==> src/rtl/branch_resolve_unit.sv <==
`timescale 1ns/1ps
// branch_resolve_unit: EX-stage branch/jump resolution, mispredict redirect,
// 2-bit saturating-counter BHT for IF prediction, and perf counters.
module branch_resolve_unit #(
  parameter int XLEN      = 32,
  parameter int BHT_DEPTH = 64,
  parameter int INDEX_LSB = 2,
  parameter int REG_OUT   = 1,
  parameter int CNT_W     = 32
) (
  input  logic             CLK,
  input  logic             RESET_N,
  input  logic             ex_valid,
  input  logic [2:0]       ex_op,
  input  logic [XLEN-1:0]  data1,
  input  logic [XLEN-1:0]  data2,
  input  logic [XLEN-1:0]  ex_pc,
  input  logic [XLEN-1:0]  ex_target,
  input  logic             ex_pred_taken,
  input  logic             stall,
  input  logic [XLEN-1:0]  if_pc,
  output logic             if_pred_taken,
  output logic             out_valid,
  output logic             out_taken,
  output logic             mispredict,
  output logic [XLEN-1:0]  redirect_pc,
  output logic [CNT_W-1:0] branch_count,
  output logic [CNT_W-1:0] mispredict_count
);

  localparam int IW = (BHT_DEPTH > 1) ? $clog2(BHT_DEPTH) : 1;

  localparam logic [2:0] OP_BEQ  = 3'b000;
  localparam logic [2:0] OP_BNE  = 3'b001;
  localparam logic [2:0] OP_JAL  = 3'b010;
  localparam logic [2:0] OP_NONE = 3'b011;
  localparam logic [2:0] OP_BLT  = 3'b100;
  localparam logic [2:0] OP_BGE  = 3'b101;
  localparam logic [2:0] OP_BLTU = 3'b110;
  localparam logic [2:0] OP_BGEU = 3'b111;

  logic [1:0]      bht [BHT_DEPTH];
  logic [IW-1:0]   ex_idx;
  logic [IW-1:0]   if_idx;
  logic            squash;
  logic            is_br;
  logic            taken;
  logic            mis;
  logic            bht_upd;
  logic [XLEN-1:0] redir;
  logic            unused_if_pc;

  assign ex_idx        = ex_pc[INDEX_LSB +: IW];
  assign if_idx        = if_pc[INDEX_LSB +: IW];
  assign if_pred_taken = bht[if_idx][1];
  assign unused_if_pc  = ^if_pc;

  // Branch condition evaluation over the full operand width.
  always_comb begin
    taken = 1'b0;
    case (ex_op)
      OP_BEQ:  taken = (data1 == data2);
      OP_BNE:  taken = (data1 != data2);
      OP_JAL:  taken = 1'b1;
      OP_BLT:  taken = ($signed(data1) <  $signed(data2));
      OP_BGE:  taken = ($signed(data1) >= $signed(data2));
      OP_BLTU: taken = (data1 <  data2);
      OP_BGEU: taken = (data1 >= data2);
      default: taken = 1'b0;
    endcase
  end

  // Qualification, mispredict detect and redirect target (pc+4 wraps naturally).
  always_comb begin
    is_br   = RESET_N & ex_valid & ~stall & ~squash & (ex_op != OP_NONE);
    mis     = is_br & (taken != ex_pred_taken);
    bht_upd = is_br & (ex_op != OP_JAL);
    redir   = taken ? ex_target : (ex_pc + XLEN'(4));
  end

  generate
    if (REG_OUT != 0) begin : g_reg
      // Resolution registers; direction/target only refresh on a real branch.
      always_ff @(posedge CLK or negedge RESET_N) begin
        if (!RESET_N) begin
          out_valid   <= 1'b0;
          out_taken   <= 1'b0;
          mispredict  <= 1'b0;
          redirect_pc <= '0;
        end else if (!stall) begin
          out_valid  <= is_br;
          mispredict <= mis;
          if (is_br) begin
            out_taken   <= taken;
            redirect_pc <= redir;
          end
        end
      end
      // The instruction sitting in EX while a registered flush is presented is wrong-path.
      assign squash = mispredict;
    end else begin : g_comb
      // Same-cycle resolution; the pipeline flushes EX itself so nothing is squashed here.
      assign out_valid   = is_br;
      assign out_taken   = taken;
      assign mispredict  = mis;
      assign redirect_pc = redir;
      assign squash      = 1'b0;
    end
  endgenerate

  // BHT counters: reset to weakly not-taken, saturating train on conditional branches.
  always_ff @(posedge CLK or negedge RESET_N) begin
    if (!RESET_N) begin
      for (int i = 0; i < BHT_DEPTH; i++) bht[i] <= 2'b01;
    end else if (bht_upd) begin
      if (taken) begin
        if (bht[ex_idx] != 2'b11) bht[ex_idx] <= bht[ex_idx] + 2'b01;
      end else begin
        if (bht[ex_idx] != 2'b00) bht[ex_idx] <= bht[ex_idx] - 2'b01;
      end
    end
  end

  // Saturating performance counters.
  always_ff @(posedge CLK or negedge RESET_N) begin
    if (!RESET_N) begin
      branch_count     <= '0;
      mispredict_count <= '0;
    end else begin
      if (is_br && (branch_count != '1))
        branch_count <= branch_count + CNT_W'(1);
      if (mis && (mispredict_count != '1))
        mispredict_count <= mispredict_count + CNT_W'(1);
    end
  end

endmodule

==> config.mk <==
export PLATFORM = sky130hd
export DESIGN_NAME = branch_resolve_unit
export DESIGN_NICKNAME = d
export VERILOG_FILES = /design/src/rtl/branch_resolve_unit.sv
export SDC_FILE = /design/constraint.sdc
export NUM_CORES = 1
export LEC_CHECK = 0
export CAP_MARGIN = 25
export CORE_AREA = 2 2 236 238
export CTS_BUF_LIST = sky130_fd_sc_hd__clkbuf_8
export CTS_CLUSTER_DIAMETER = 80
export CTS_CLUSTER_SIZE = 10
export DETAILED_ROUTE_END_ITERATION = 6
export DIE_AREA = 0 0 238 240
export SLEW_MARGIN = 20
export SYNTH_ARGS = -nofsm -noshare
export SYNTH_HDL_FRONTEND = slang
export SYNTH_SLANG_ARGS = --single-unit
==> constraint.sdc <==
create_clock -name CLK -period 4.8 [get_ports CLK]
set_input_delay 1.2 -clock CLK [delete_from_list [all_inputs] [get_ports CLK]]
set_output_delay 1.2 -clock CLK [all_outputs]
set_load 0.01 [all_outputs]
; ---- Word-level counts from Yosys, hierarchy flattened
; Index checks and enable logic that the tools add are counted.
[totals]
in_bits = 168
output_inout_bits = 100
word_cells = 130
ff_bits = 227
[classes]
addsub = 5
n_reduce_logical = 8
bitwise_logic = 10
n_eq_ne = 15
n_mux = 15
n_lt_le_gt_ge = 7
[op_table]
columns = op, n
row1 = $mux W128, 3
row2 = $bwmux W128, 2
row3 = $add A32 B1 Y32 const B, 2
row4 = $ge A32 B32 Y1, 2
row5 = $lt A32 B32 Y1, 2
row6 = $ne A32 B32 Y1 const B, 2
row7 = $add A32 B3 Y32 const B, 1
row8 = $eq A32 B32 Y1, 1
row9 = $mux W32, 1
row10 = $ne A32 B32 Y1, 1
row11 = $bmux W2 S6, 2
row12 = $ge A7 B7 Y1 const B, 2
row13 = $not A6 Y7, 2
row14 = $demux W2 S6, 1
row15 = $eq A3 B3 Y1 const B, 4
row16 = $mux W2, 5
row17 = $lt A7 B1 Y1 const B, 1
row18 = $pmux W1 S7, 1
row19 = $and A1 B1 Y1, 6
row20 = $ne A3 B2 Y1 const B, 2
row21 = $reduce_bool A2 Y1, 2
row22 = $eq A3 B1 Y1 const B, 1
row23 = $eq A3 B2 Y1 const B, 1
row24 = $logic_and A1 B1 Y1, 3
row25 = 9 further kinds, 10

; ---- Logic depth before layout (Yosys ltp)
[logic_depth]
depth_word = 8
mapped_depth = 19
mapped_depth_nobuf = 14

; ---- Worst setup path after synthesis
; OpenSTA, ideal clock, no wires.
[synth_timing]
path_type = input -> output
start = input if_pc[2]
end = output if_pred_taken
arrival_ps = 3640
setup_slack_ps = -40
n_path_buf = 2
cell_stages = 5
path_cell_list = clkbuf_1 buf_1 mux4_2 mux4_2 mux4_2
[synth_between]
elab_chain_cells = 4
[synth_lines]
columns = item, line_no
row1 = from (decl), 21  ; input logic [XLEN-1:0] if_pc,
row2 = $not A6 Y7 (not written as such), 55  ; assign if_pred_taken = bht[if_idx][1];
row3 = $bmux W2 S6, 55
row4 = $mux W2 (not written as such) (2 in series), 55
row5 = to (decl), 22  ; output logic if_pred_taken,
; No other way between the ends. The select of a mux whose other input is x is not followed.

; ---- Final worst setup path
; Ends and elaborated chain as after synthesis.

==> flow_summary.yaml <==
worst_setup_path:
  r2r_slack_ns: 1.34
  crit_required_ns: 3.60
  critPathCapture: "if_pred_taken"
  arrival_ns: 3.54
  crit_path_end_kind: "primary output"
  worstSetupPathType: "input pin to primary output"
  cp_max_fo: 8
  r2r_end: "bht[89]$_DFFE_PN0P_"
  r2r_cells: 11
  critPathLaunch: "if_pc[2]"
  cp-start-kind: "input pin"
global_routing:
  grt-busiest-layer: "met2"
  gr-total-overflow: 0
  grtUsageTotal_pct: 16.7
  met3_usage_pct: 4.25
  met1_usage_pct: 21.2
  grt_first_pass_wirelength_mm: 75.0
  grt_pass1_vias: 12900
  grt_start_max_net_pins: 72
  antenna_found_initial: 1
  grtUsageMet2_pct: 27.6
worst_hold_path:
  hp-class: "input pin to asynchronous set/reset pin"
clock_tree:
  cts_buffers: 28
  clkTransAtPathRegs_ns: 0.07
  clock-sinks: 227
  max-clock-path-buffers: 3
  htree_num_levels: 1
  cts_tree: "built"
  clk_latency_ns: 0.63
  root_buffer: "clkbuf_8"
power:
  p_leak_nw: 7.42
  seq_power_share_pct: 44.5
  p_per_area_nw_per_um2: 287
  p_comb_share_pct: 27.6
  swShare_pct: 33.3
  ir_drop_v: 0.000181
  clkPwrFrac_pct: 27.9
  p_int_w: 0.00348
  p_switching_w: 0.00173
run_status:
  outcome: "complete, no violations"
routing:
  detail_route.vias_per_cell: 5.32
  wl_per_cell_um: 19.9
  routed_wl_mm: 49.3
  ant_nets: 0
  firstDrtPassIters: 7
  dr.first_iter.drc_count: 1258
  drc: 0
  via_count: 13200
layout:
  layout_commonest_cell: "clkdlybuf4s50_1"
  diodes: 0
  final_area_um2: 18100
  final_cell_mix: "238 x clkdlybuf4s50_1, 163 x dfrtp_1, 149 x a21oi_1"
  final_cells: 2476
  syn2layout_area_growth_pct: 34.1
  nets: 1956
  drive_above_1_share_pct: 16.1
synthesis:
  synthArstFlopShare_pct: 100
  synthSimpleGateAreaFrac_pct: 15.8
  synthFlopType: "dfrtp_1"
  synth_compound_area_share_pct: 22.8
  syn_area_per_cell_um2: 9.27
  synth_top_family_by_area: "compound AO/OA/AOI/OAI gates"
  synthCells: 1458
  synth.distinct_cells: 63
  synthAdderAreaFrac_pct: 3.42
  syn-num-nets: 1663
  ys_ff_latch: 227
  synthXorXnorAreaFrac_pct: 5.96
  synth-seq-area-share_pct: 42.6
  synthMuxAreaShare_pct: 4.93
  synthesis.area_um2: 13500
  synth_edf_count: 0
  synth_warnings: 0
sta:
  period_minus_slack_ns: 4.74
  fmax_ghz: 0.211
  tightest_slew_ns: 0.944
  rsz0062_at_grt: "false"
  fin_crit_sh_pct: 98.8
  max_slew_margin_pct: 36.9
  hold_viol: 0
  clock_skew_ns: 0.0374
  slew_viol_final: 0
  setup_viol: 0
placement:
  post_dp_cell_area_um2: 17500
  dp_hpwl_mm: 36.1
  dp_cells: 2423
  gp_congestion: 0.893
  io_buffers: 241
floorplanning:
  die_x_um: 238
  core-area_um2: 54700
  die_area_um2: 57100
  die_h_um: 240
  io-pin-count: 268
  start_util_pct: 24.7
  rows: 86
run:
  drv_cap: 0
final cells by class:
type	count	area, µm²
clock inverters	19	108
fillers	5568	36500
flip-flops and latches	227	5760
multi-input cells	1084	7180
well taps	704	881
repair buffers	371	3610
clock buffers	32	440
inverters	39	146
kinds of logic after synthesis:
kind of cell / count (synthesis)
AOI/OAI and AO/OA: 484
xor gates and xnor gates: 92
adders and majority gates: 37
buffers and inverters: 147
DFF: 227
muxes: 38
and+or+nand+nor: 433
worst min path at each step:
stage,startpoint,endpoint,cells past startpoint,slack (ns)
CTS,RESET_N,mispredict_count[11]$_DFFE_PN0P_,1,0.44
detailed placement,redirect_pc[4]$_DFFE_PN0P_,redirect_pc[4]$_DFFE_PN0P_,2,0.47
finish,RESET_N,mispredict_count[18]$_DFFE_PN0P_,1,0.48
global placement,redirect_pc[20]$_DFFE_PN0P_,redirect_pc[20]$_DFFE_PN0P_,2,0.46
floorplan,register,register,2,0.47
global route,RESET_N,mispredict_count[19]$_DFFE_PN0P_,1,0.47
cells in the mapped netlist, types with 32 or more instances:
| cell type | instances | area, µm² |
|---|---|---|
| dfrtp_1 | 163 | 4080 |
| a21oi_1 | 149 | 746 |
| nor2_1 | 129 | 484 |
| nand2_1 | 113 | 424 |
| o22ai_1 | 73 | 457 |
| o21ai_0 | 72 | 360 |
| clkbuf_1 | 67 | 251 |
| dfstp_2 | 64 | 1680 |
| xor2_1 | 60 | 526 |
| a221oi_1 | 56 | 490 |
| a31oi_1 | 48 | 300 |
| nand3_1 | 40 | 200 |
| inv_1 | 38 | 143 |
| ha_1 | 37 | 463 |
| xnor2_1 | 32 | 280 |
power groups by stage:
stage / Combinational [W] / Clock, W / Sequential, W
6_report: 0.00144 / 0.00146 / 0.00232
5_1_grt: 0.00155 / 0.00157 / 0.00235
4_1_cts: 0.00143 / 0.00150 / 0.00231
3_5_place_dp: 0.00143 / 0 / 0.00235
3_3_place_gp: 0.00140 / 0 / 0.00234
2_1_floorplan: 0.000645 / 0 / 0.00235
what timing repair did:
item                       CTS  global route
setup buffers                0             0
setup endpoints to repair    1             1
hold buffers                 0             0
gates resized for setup      4             1
cloned                       1             0
stage by stage:
step           setup TNS (ns)  hold WS (ns)  setup slack (ns)  utilization (%)  power (W)
6_report                    0         0.480            0.0575             33.2    0.00521
5_1_grt                     0         0.467            0.0318             33.2    0.00547
4_1_cts                     0         0.444            0.0197             33.1    0.00525
3_5_place_dp           -23.88         0.470            -0.402             32.1    0.00378
3_3_place_gp           -19.45         0.463            -0.394             32.1    0.00374
2_1_floorplan               0         0.468             0.204                -    0.00299
worst max-delay path: stages:
cell and delay [ns]:
clkdlybuf4s15_2 0.25, bufbuf_16 0.30, mux4_2 0.50, mux4_2 0.47, mux4_2 0.55, clkdlybuf4s15_1 0.27
layer usage:
layer  wire [µm]  part of all wire (%)  up-vias
met3        4050                   8.2      110
met4        1730                   3.5        2
li1            -                     -     6048
met1       20900                    42     6444
met2       22600                    46      556
met5          13                 0.026        -
Power figures use the tool's default switching activity.
